### config.mk
export PLATFORM = sky130hd
export DESIGN_NAME = coin_change_dispenser
export DESIGN_NICKNAME = d
export VERILOG_FILES = /design/src/rtl/vend_pkg.sv /design/src/rtl/coin_inventory.sv /design/src/rtl/coin_change_dispenser.sv
export SDC_FILE = /design/constraint.sdc
export NUM_CORES = 1
export LEC_CHECK = 0
export BUFFER_PORTS_ARGS = -buffer_cell sky130_fd_sc_hd__buf_2
export CORE_UTILIZATION = 35
export DETAILED_ROUTE_END_ITERATION = 12
export PLACE_DENSITY = 0.59
export SYNTH_ARGS = -nofsm -noshare
export SYNTH_HDL_FRONTEND = slang
export SYNTH_SLANG_ARGS = --single-unit
### constraint.sdc
create_clock -name clk -period 6.25 [get_ports clk]
set_input_delay 0.3125 -clock clk [delete_from_list [all_inputs] [get_ports clk]]
set_output_delay 0.3125 -clock clk [all_outputs]
set_load 0.01 [all_outputs]
### src/rtl/vend_pkg.sv
// Shared vending constants: coin values, dispenser FSM states, coin-select one-hot.
package vend_pkg;

    localparam int unsigned DOLLAR_CENTS  = 100;
    localparam int unsigned QUARTER_CENTS = 25;
    localparam int unsigned DIME_CENTS    = 10;

    // Width of each per-denomination inventory counter.
    localparam int unsigned INV_W = 8;

    typedef enum logic [1:0] {
        ST_IDLE,
        ST_SELECT,
        ST_REQ,
        ST_DONE
    } disp_state_e;

    // One-hot coin select, bit order {dollar, quarter, dime}.
    typedef logic [2:0] coin_sel_t;

    localparam coin_sel_t SEL_NONE    = 3'b000;
    localparam coin_sel_t SEL_DOLLAR  = 3'b100;
    localparam coin_sel_t SEL_QUARTER = 3'b010;
    localparam coin_sel_t SEL_DIME    = 3'b001;

endpackage

### src/rtl/coin_inventory.sv
// Per-denomination stock counters with empty flags. Bit order {dollar, quarter, dime}.
// Refill has priority over a decrement in the same cycle; counters never wrap below 0.
module coin_inventory
    import vend_pkg::*;
#(
    parameter int unsigned INV_INIT = 20
) (
    input  logic      clk,
    input  logic      rst,
    input  logic      refill_i,
    input  coin_sel_t dec_i,
    output coin_sel_t avail_o,
    output logic [2:0] empty_o
);

    logic [2:0][INV_W-1:0] cnt_q, cnt_d;

    // Next count: reload on refill, else decrement the acked denomination.
    always_comb begin
        cnt_d = cnt_q;
        for (int i = 0; i < 3; i++) begin
            if (refill_i) begin
                cnt_d[i] = INV_W'(INV_INIT);
            end else if (dec_i[i] && (cnt_q[i] != '0)) begin
                cnt_d[i] = cnt_q[i] - INV_W'(1);
            end
        end
    end

    // Counter registers, loaded with the initial stock on reset.
    always_ff @(posedge clk or posedge rst) begin
        if (rst) begin
            cnt_q <= {3{INV_W'(INV_INIT)}};
        end else begin
            cnt_q <= cnt_d;
        end
    end

    // Stock flags derived from the current counts.
    always_comb begin
        avail_o = SEL_NONE;
        for (int i = 0; i < 3; i++) begin
            avail_o[i] = (cnt_q[i] != '0);
        end
        empty_o = ~avail_o;
    end

endmodule

### src/rtl/coin_change_dispenser.sv
// Greedy coin change dispenser: dollar > quarter > dime, one coin per ack handshake.
// Optional macro COIN_INVENTORY_EN adds finite per-denomination stock with refill;
// without it supply is unlimited and inv_empty reads 0.
module coin_change_dispenser
    import vend_pkg::*;
#(
    parameter int unsigned DOLLAR_VAL  = DOLLAR_CENTS,
    parameter int unsigned QUARTER_VAL = QUARTER_CENTS,
    parameter int unsigned DIME_VAL    = DIME_CENTS,
    parameter int unsigned INV_INIT    = 20
) (
    input  logic        clk,
    input  logic        rst,
    input  logic        start,
    input  logic [15:0] change_in,
    input  logic        abort,
    input  logic        coin_ack,
    input  logic        refill,
    output logic        req_dollar,
    output logic        req_quarter,
    output logic        req_dime,
    output logic        busy,
    output logic        done,
    output logic [15:0] leftover,
    output logic [7:0]  coins_out,
    output logic [2:0]  inv_empty
);

    disp_state_e state_q, state_d;
    coin_sel_t   sel_q, sel_d;
    logic [15:0] rem_q, rem_d;
    logic [15:0] leftover_q, leftover_d;
    logic [7:0]  coins_q, coins_d;
    logic        done_q, done_d;
    logic        busy_q;
    logic [15:0] coin_val;
    coin_sel_t   avail;
    logic        acked;

    // Only an ack while a request is outstanding counts as an ejected coin.
    assign acked = (state_q == ST_REQ) && coin_ack;

`ifdef COIN_INVENTORY_EN
    coin_sel_t dec;
    assign dec = acked ? sel_q : SEL_NONE;

    coin_inventory #(
        .INV_INIT (INV_INIT)
    ) u_inv (
        .clk      (clk),
        .rst      (rst),
        .refill_i (refill),
        .dec_i    (dec),
        .avail_o  (avail),
        .empty_o  (inv_empty)
    );
`else
    logic        unused_refill;
    logic [31:0] unused_inv_init;
    assign unused_refill   = refill;
    assign unused_inv_init = INV_INIT;
    assign avail           = 3'b111;
    assign inv_empty       = 3'b000;
`endif

    // Value of the coin currently being requested.
    always_comb begin
        coin_val = '0;
        if (sel_q[2])      coin_val = 16'(DOLLAR_VAL);
        else if (sel_q[1]) coin_val = 16'(QUARTER_VAL);
        else if (sel_q[0]) coin_val = 16'(DIME_VAL);
    end

    // Next state, coin choice and payout bookkeeping.
    always_comb begin
        state_d    = state_q;
        sel_d      = sel_q;
        rem_d      = rem_q;
        coins_d    = coins_q;
        leftover_d = leftover_q;
        done_d     = 1'b0;
        case (state_q)
            ST_IDLE: begin
                if (start) begin
                    rem_d   = change_in;
                    coins_d = '0;
                    state_d = ST_SELECT;
                end
            end
            ST_SELECT: begin
                if (abort) begin
                    state_d = ST_DONE;
                end else if ((rem_q >= 16'(DOLLAR_VAL)) && avail[2]) begin
                    sel_d   = SEL_DOLLAR;
                    state_d = ST_REQ;
                end else if ((rem_q >= 16'(QUARTER_VAL)) && avail[1]) begin
                    sel_d   = SEL_QUARTER;
                    state_d = ST_REQ;
                end else if ((rem_q >= 16'(DIME_VAL)) && avail[0]) begin
                    sel_d   = SEL_DIME;
                    state_d = ST_REQ;
                end else begin
                    state_d = ST_DONE;
                end
            end
            ST_REQ: begin
                // An ack in the abort cycle is still counted before finishing.
                if (coin_ack) begin
                    if (rem_q >= coin_val) rem_d = rem_q - coin_val;
                    coins_d = (coins_q == 8'hFF) ? coins_q : coins_q + 8'd1;
                    sel_d   = SEL_NONE;
                    state_d = ST_SELECT;
                end
                if (abort) begin
                    sel_d   = SEL_NONE;
                    state_d = ST_DONE;
                end
            end
            ST_DONE: begin
                state_d = ST_IDLE;
            end
            default: begin
                sel_d   = SEL_NONE;
                state_d = ST_IDLE;
            end
        endcase
        if ((state_d == ST_DONE) && (state_q != ST_DONE)) begin
            done_d     = 1'b1;
            leftover_d = rem_d;
        end
    end

    // State and output registers; req/done/busy come straight from flops.
    always_ff @(posedge clk or posedge rst) begin
        if (rst) begin
            state_q    <= ST_IDLE;
            sel_q      <= SEL_NONE;
            rem_q      <= '0;
            coins_q    <= '0;
            leftover_q <= '0;
            done_q     <= 1'b0;
            busy_q     <= 1'b0;
        end else begin
            state_q    <= state_d;
            sel_q      <= sel_d;
            rem_q      <= rem_d;
            coins_q    <= coins_d;
            leftover_q <= leftover_d;
            done_q     <= done_d;
            busy_q     <= (state_d != ST_IDLE);
        end
    end

    assign req_dollar  = sel_q[2];
    assign req_quarter = sel_q[1];
    assign req_dime    = sel_q[0];
    assign busy        = busy_q;
    assign done        = done_q;
    assign leftover    = leftover_q;
    assign coins_out   = coins_q;

endmodule

Yosys cells after proc, flatten, opt, wreduce, memory -nomap -nowiden
Index checks and enable logic that the tools add are counted.
- register bits: 47
- latch bits: 0
- memory bits (writable): 0
- ROM bits: 0
- input bits: 22
- output and inout port bits: 32
- word-level logic and storage cells: 59
- memories kept: 0
- add/subtract/negate cells: 2
- multiply operators: 0
- div/mod/pow operators: 0
- magnitude comparators: 4
- equality and inequality tests: 12
- shift-type cells: 0
- multiplexer cells: 27
- bitwise operators: 0
- reductions and logical operators: 7
- operators by type and width (cell ; number):
    16-bit two-way mux ; 5
    16-bit one-hot mux with 2 select lines ; 1
    8-bit two-way mux ; 3
    3-bit two-way mux ; 6
    16-bit greater-or-equal comparator ; 1
    16-bit by 4-bit greater-or-equal comparator with 1-bit output, second input constant ; 1
    16-bit by 5-bit greater-or-equal comparator with 1-bit output, second input constant ; 1
    16-bit by 7-bit greater-or-equal comparator with 1-bit output, second input constant ; 1
    8-bit one-hot mux with 2 select lines ; 1
    16-bit subtractor ; 1
    2-bit inequality test, second input constant ; 5
    8-bit by 1-bit adder with 8-bit output, second input constant ; 1
    8-bit equality test, second input constant ; 1
    2-bit one-hot mux with 4 select lines ; 1
    4-bit AND reduction ; 2
    2-bit equality test, second input constant ; 3
    2-bit two-way mux ; 3
    3-bit one-hot mux with 2 select lines ; 1
    2-bit nonzero test ; 3
    1-bit two-way mux ; 5
    4-bit two-way mux ; 1
    4-bit inequality test, second input constant ; 1
    3-bit inequality test, second input constant ; 1
    2-bit by 1-bit equality test with 1-bit output, second input constant ; 1
    2 further kinds ; 2

Logic depth before layout (Yosys ltp)
- depth after elaboration: 9
- gate-level depth with buffers: 12
- mapped depth without buffers: 10

Worst setup path after synthesis
Ideal clock, no wire load.
- path type: register to register
- start: register sel_q[1]
- end: register leftover_q[9], in the netlist leftover[9]
- library setup time: 125 ps
- data arrival time: 2710 ps
- data required time: 6125 ps
- path slack: 3415 ps
- stages on the path, launching flop included: 11
- buffers on the path: 1
- period minus slack after synthesis: 2835 ps
- cells stage by stage: dfrtp_1 nor2b_1 ha_1 fa_1 nand2b_1 a21oi_1 o21a_1 clkbuf_1 o211ai_1 a221o_1 mux2_2
- cells in the longest elaborated chain, start to end: 6
- elaborated cells on any way between the ends: 7
- classes of those cells: add/sub (1); order compare (1); mux (5)
- RTL lines (item ; RTL line ; RTL):
    start: declaration ; coin_change_dispenser.sv:30 ; coin_sel_t sel_q, sel_d;
    start signal: assignment ; coin_change_dispenser.sv:145 ; sel_q <= sel_d;
    16-bit two-way mux (*) ; coin_change_dispenser.sv:70 ; else if (sel_q[1]) coin_val = 16'(QUARTER_VAL);
    16-bit two-way mux (*) ; coin_change_dispenser.sv:69 ; if (sel_q[2]) coin_val = 16'(DOLLAR_VAL);
    16-bit subtractor / 16-bit greater-or-equal comparator (equally long branches) ; coin_change_dispenser.sv:109 ; if (rem_q >= coin_val) rem_d = rem_q - coin_val;
    16-bit two-way mux (*) ; coin_change_dispenser.sv:109 ;
    16-bit two-way mux (*) ; coin_change_dispenser.sv:108 ; if (coin_ack) begin
    16-bit one-hot mux with 2 select lines (*) ; coin_change_dispenser.sv:82 ; case (state_q)
    named net rem_d[9] ; coin_change_dispenser.sv:31 ; logic [15:0] rem_q, rem_d;
    end signal: assignment ; coin_change_dispenser.sv:148 ; leftover_q <= leftover_d;
    end: declaration ; coin_change_dispenser.sv:32 ; logic [15:0] leftover_q, leftover_d;
The timed path passes the listed nets; every way through them passes the cells marked *.
A chain may end at the register's enable or synchronous reset.

Final worst setup path
- start: register state_q[0]
- end: register leftover_q[3], in the netlist leftover[3]
- cells in the longest elaborated chain, start to end: 5
- elaborated cells on any way between the ends: 12
- classes of those cells: eq/ne (5); mux (5); reduce/logical (2)
- RTL lines (item ; RTL line ; RTL):
    start: declaration ; coin_change_dispenser.sv:29 ; disp_state_e state_q, state_d;
    start signal: assignment ; coin_change_dispenser.sv:144 ; state_q <= state_d;
    2-bit two-way mux ; coin_change_dispenser.sv:108 ;
    2-bit two-way mux ; coin_change_dispenser.sv:114 ; if (abort) begin
    2-bit one-hot mux with 4 select lines ; coin_change_dispenser.sv:82 ;
    2-bit equality test ; coin_change_dispenser.sv:127 ; if ((state_d == ST_DONE) && (state_q != ST_DONE)) begin
    1-bit logical AND ; coin_change_dispenser.sv:127 ;
Parallel ways exist; a longest one is shown, timed or not.

==> impl_metrics.json <==
{
  "synthesized_area_mm2": 0.00303,
  "design.portCount": 54,
  "drt_pre_antenna_iters": 4,
  "grt_antenna_before_repair": 0,
  "ys.warnings.count": 0,
  "grt_use_met1_pct": 24.6,
  "synth_ff_type": "dfrtp_1",
  "met2_usage_pct": 29.4,
  "clk_root_buffer_cell": "clkbuf_8",
  "cts_resized": 0,
  "worst_case_clock_buffer_depth": 2,
  "ys_seq_area_share_pct": 38.9,
  "total_setup_buffers_inserted_after_cts": 0,
  "share_of_the_synthesized_area_in_the_top_cell_type_pct": 38.9,
  "fp-row-count": 33,
  "first_iter_violations": 120,
  "worstSkewPairLatency_ps": 310,
  "grt_pass1_wl_um": 12500,
  "setup_viol_count_final": 0,
  "synthesized_flop_and_latch_total": 47,
  "grt.met3_usage_pct": 3.06,
  "cts.sinks": 47,
  "proportion_of_synthesized_flip_flops_having_asynchronous_set_or_reset_pct": 100,
  "timing.setup.tns_ps": 0,
  "fin_worst_hold_slack_ps": 223,
  "maximum_number_of_pins_on_one_net_before_global_route_repair": 48,
  "post_drt_via_cell_ratio": 5.49,
  "effective_utilization_at_floorplan_pct": 36.5,
  "ys_top_cells_by_count": "dfrtp_1, nand2_1, nor2_1",
  "finalNetCount": 400,
  "place.detailed.hpwl_um": 5560,
  "max-cap-violations": 0,
  "cts-buffers-inserted": 5,
  "chipHeight_um": 95.0,
  "cts.htree.levels": 2,
  "detail_route.drc_violations": 0,
  "num_vias": 2588,
  "min_period_over_period_pct": 51.4,
  "tritoncts_clock_tree": "done",
  "worst_ep_arrival_time_ps": 3400,
  "finalMaxSlewViolations": 0,
  "final_design_area_no_fill_mm2": 0.00342,
  "critPathMaxFanout": 19,
  "clk_pin_slew_ps": 100,
  "floorplan.die_area_mm2": 0.00902,
  "core_area_mm2": 0.00830,
  "number_of_nets_with_antenna_violations_after_routing": 0,
  "top_usage_layer": "met2",
  "p_leak_nw": 1.52,
  "synth_top_area_cell": "dfrtp_1",
  "flow.area_growth_from_synthesis_pct": 13.0,
  "route.detailed.wl_per_inst_um": 16.2,
  "worst_setup_path_start_kind": "flip-flop",
  "tightest_slew_ps": 1130,
  "fillerInstances": 843,
  "clock-skew-final_ps": 12.3,
  "placement.io_buffers": 49,
  "vdd.ir_drop.worst_uv": 197,
  "pwr_density_cell_mw_per_mm2": 537,
  "cts_hold_buffers": 0,
  "worst-endpoint-required_ps": 6440,
  "result_of_the_run": "complete, no violations",
  "grtUsageTotal_pct": 18.1,
  "max_freq_ghz": 0.312,
  "synth.most_common_cell": "dfrtp_1",
  "syn_avg_cell_area_um2": 9.34,
  "worst-setup-path-type": "reg2reg",
  "ys_types": 63,
  "synthesis.instances": 324,
  "hold_viol_final": 0,
  "hp-class": "in2async",
  "final.min_clock_period_ps": 3210,
  "die_w_um": 95.0,
  "place_congestion": 0.840,
  "setup_repair_after_global_routing_missed_its_margin": "false",
  "grt_remaining_overflow": 0,
  "drive_gt1_share_pct": 22.1,
  "grt_pass1_vias": 2518,
  "synth.area.top_cells": "dfrtp_1, mux2_2, ha_1, a22oi_1, nand2_1",
  "number_of_enable_flip_flop_cells_after_synthesis": 0,
  "routed_wl_um": 7640,
  "postPlaceCellArea_mm2": 0.00332,
  "antenna-diode-count": 0,
  "critical_path.endpoint_type": "flip-flop",
  "max-slew-margin-rel_pct": 22.4
}
## sequential cells by signal, summed over array words and instances (netlist names)
register	cells
leftover	16
done	1
rem_q	16
coins_out	8
busy	1
state_q	2
sel_q	3
## layout by cell type, fill, tap and decap left out, types with 5 or more instances in the layout
cell type,synthesis,layout
xor2_1,5,5
dfrtp_1,47,47
nor2_1,21,21
nor3_1,5,5
a31oi_1,8,8
o211ai_1,9,9
nand3_1,9,9
o21ai_0,19,19
a22oi_1,14,14
buf_2,1,49
inv_1,15,14
nand2b_1,8,8
ha_1,12,12
clkbuf_8,0,6
a21oi_1,16,16
mux2_2,15,15
nand2_1,27,27
## path summary, 6_finish.rpt
check,from,slack (ps),depth (start not counted),to
max,state_q[0],3040,8,leftover[3]
min,rst,220,2,leftover[8]
max reg2reg,state_q[0],3040,8,leftover[3]
min reg2reg,leftover[0],510,1,leftover[0]
max in group asynchronous,rst,5390,2,rem_q[5]
min in group clk,change_in[7],250,3,rem_q[7]
## final cells by class
type | instances | area [µm²] | share of cell area, %
Inverter | 16 | 72.6 | 2.12
Clock inverter | 2 | 16.3 | 0.475
Clock buffer | 6 | 82.6 | 2.41
Multi-Input combinational cell | 245 | 1690 | 49.4
Tap cell | 105 | 131 | 3.84
Sequential cell | 47 | 1180 | 34.4
Timing Repair Buffer | 50 | 253 | 7.39
## stage by stage
stage | setup WS [ps] | cells | utilization [%] | total power [mW]
global route | 2830 | 471 | 41.2 | 2.00
CTS | 3000 | 471 | 41.2 | 1.85
floorplan | 3410 | 326 | - | 1.37
detailed placement | 3030 | 463 | 40.0 | 1.64
finish | 3040 | 471 | 41.2 | 1.84
global placement | 3090 | 463 | 40.0 | 1.62
## kinds of logic (layout without fill, tap and decap cells)
| kind of cell | Yosys count | in the layout | share of synthesized area [%] |
|---|---|---|---|
| buffers and inverters | 34 | 74 | 5.58 |
| other | 1 | 3 | 0.124 |
| and+or+nand+nor | 98 | 98 | 16.9 |
| muxes | 20 | 20 | 7.28 |
| AOI/OAI and AO/OA | 104 | 104 | 23.6 |
| DFF | 47 | 47 | 38.9 |
| adders and majority gates | 13 | 13 | 5.62 |
| xor gates and xnor gates | 7 | 7 | 2.03 |
## power by group
part | internal (mW) | switching [mW] | total (mW)
Combinational | 0.440 | 0.632 | 1.07
Clock | 0.0905 | 0.111 | 0.201
Sequential | 0.434 | 0.129 | 0.564
Total | 0.965 | 0.872 | 1.84
## routing by layer
| layer | wire [µm] | vias to the layer above |
|---|---|---|
| met5 | 0 | - |
| met4 | 148 | 0 |
| met3 | 335 | 13 |
| met2 | 3500 | 66 |
| met1 | 3660 | 1217 |
| li1 | - | 1292 |
## worst max-delay path: stages (launching register included)
cell and delay (ps):
dfrtp_1 440, inv_1 90, ha_1 440, and2_1 450
o32ai_1 340, a22oi_1 170, or4_1 630, clkinv_8 190
mux2_2 340
(Power assumes the default switching activity.)
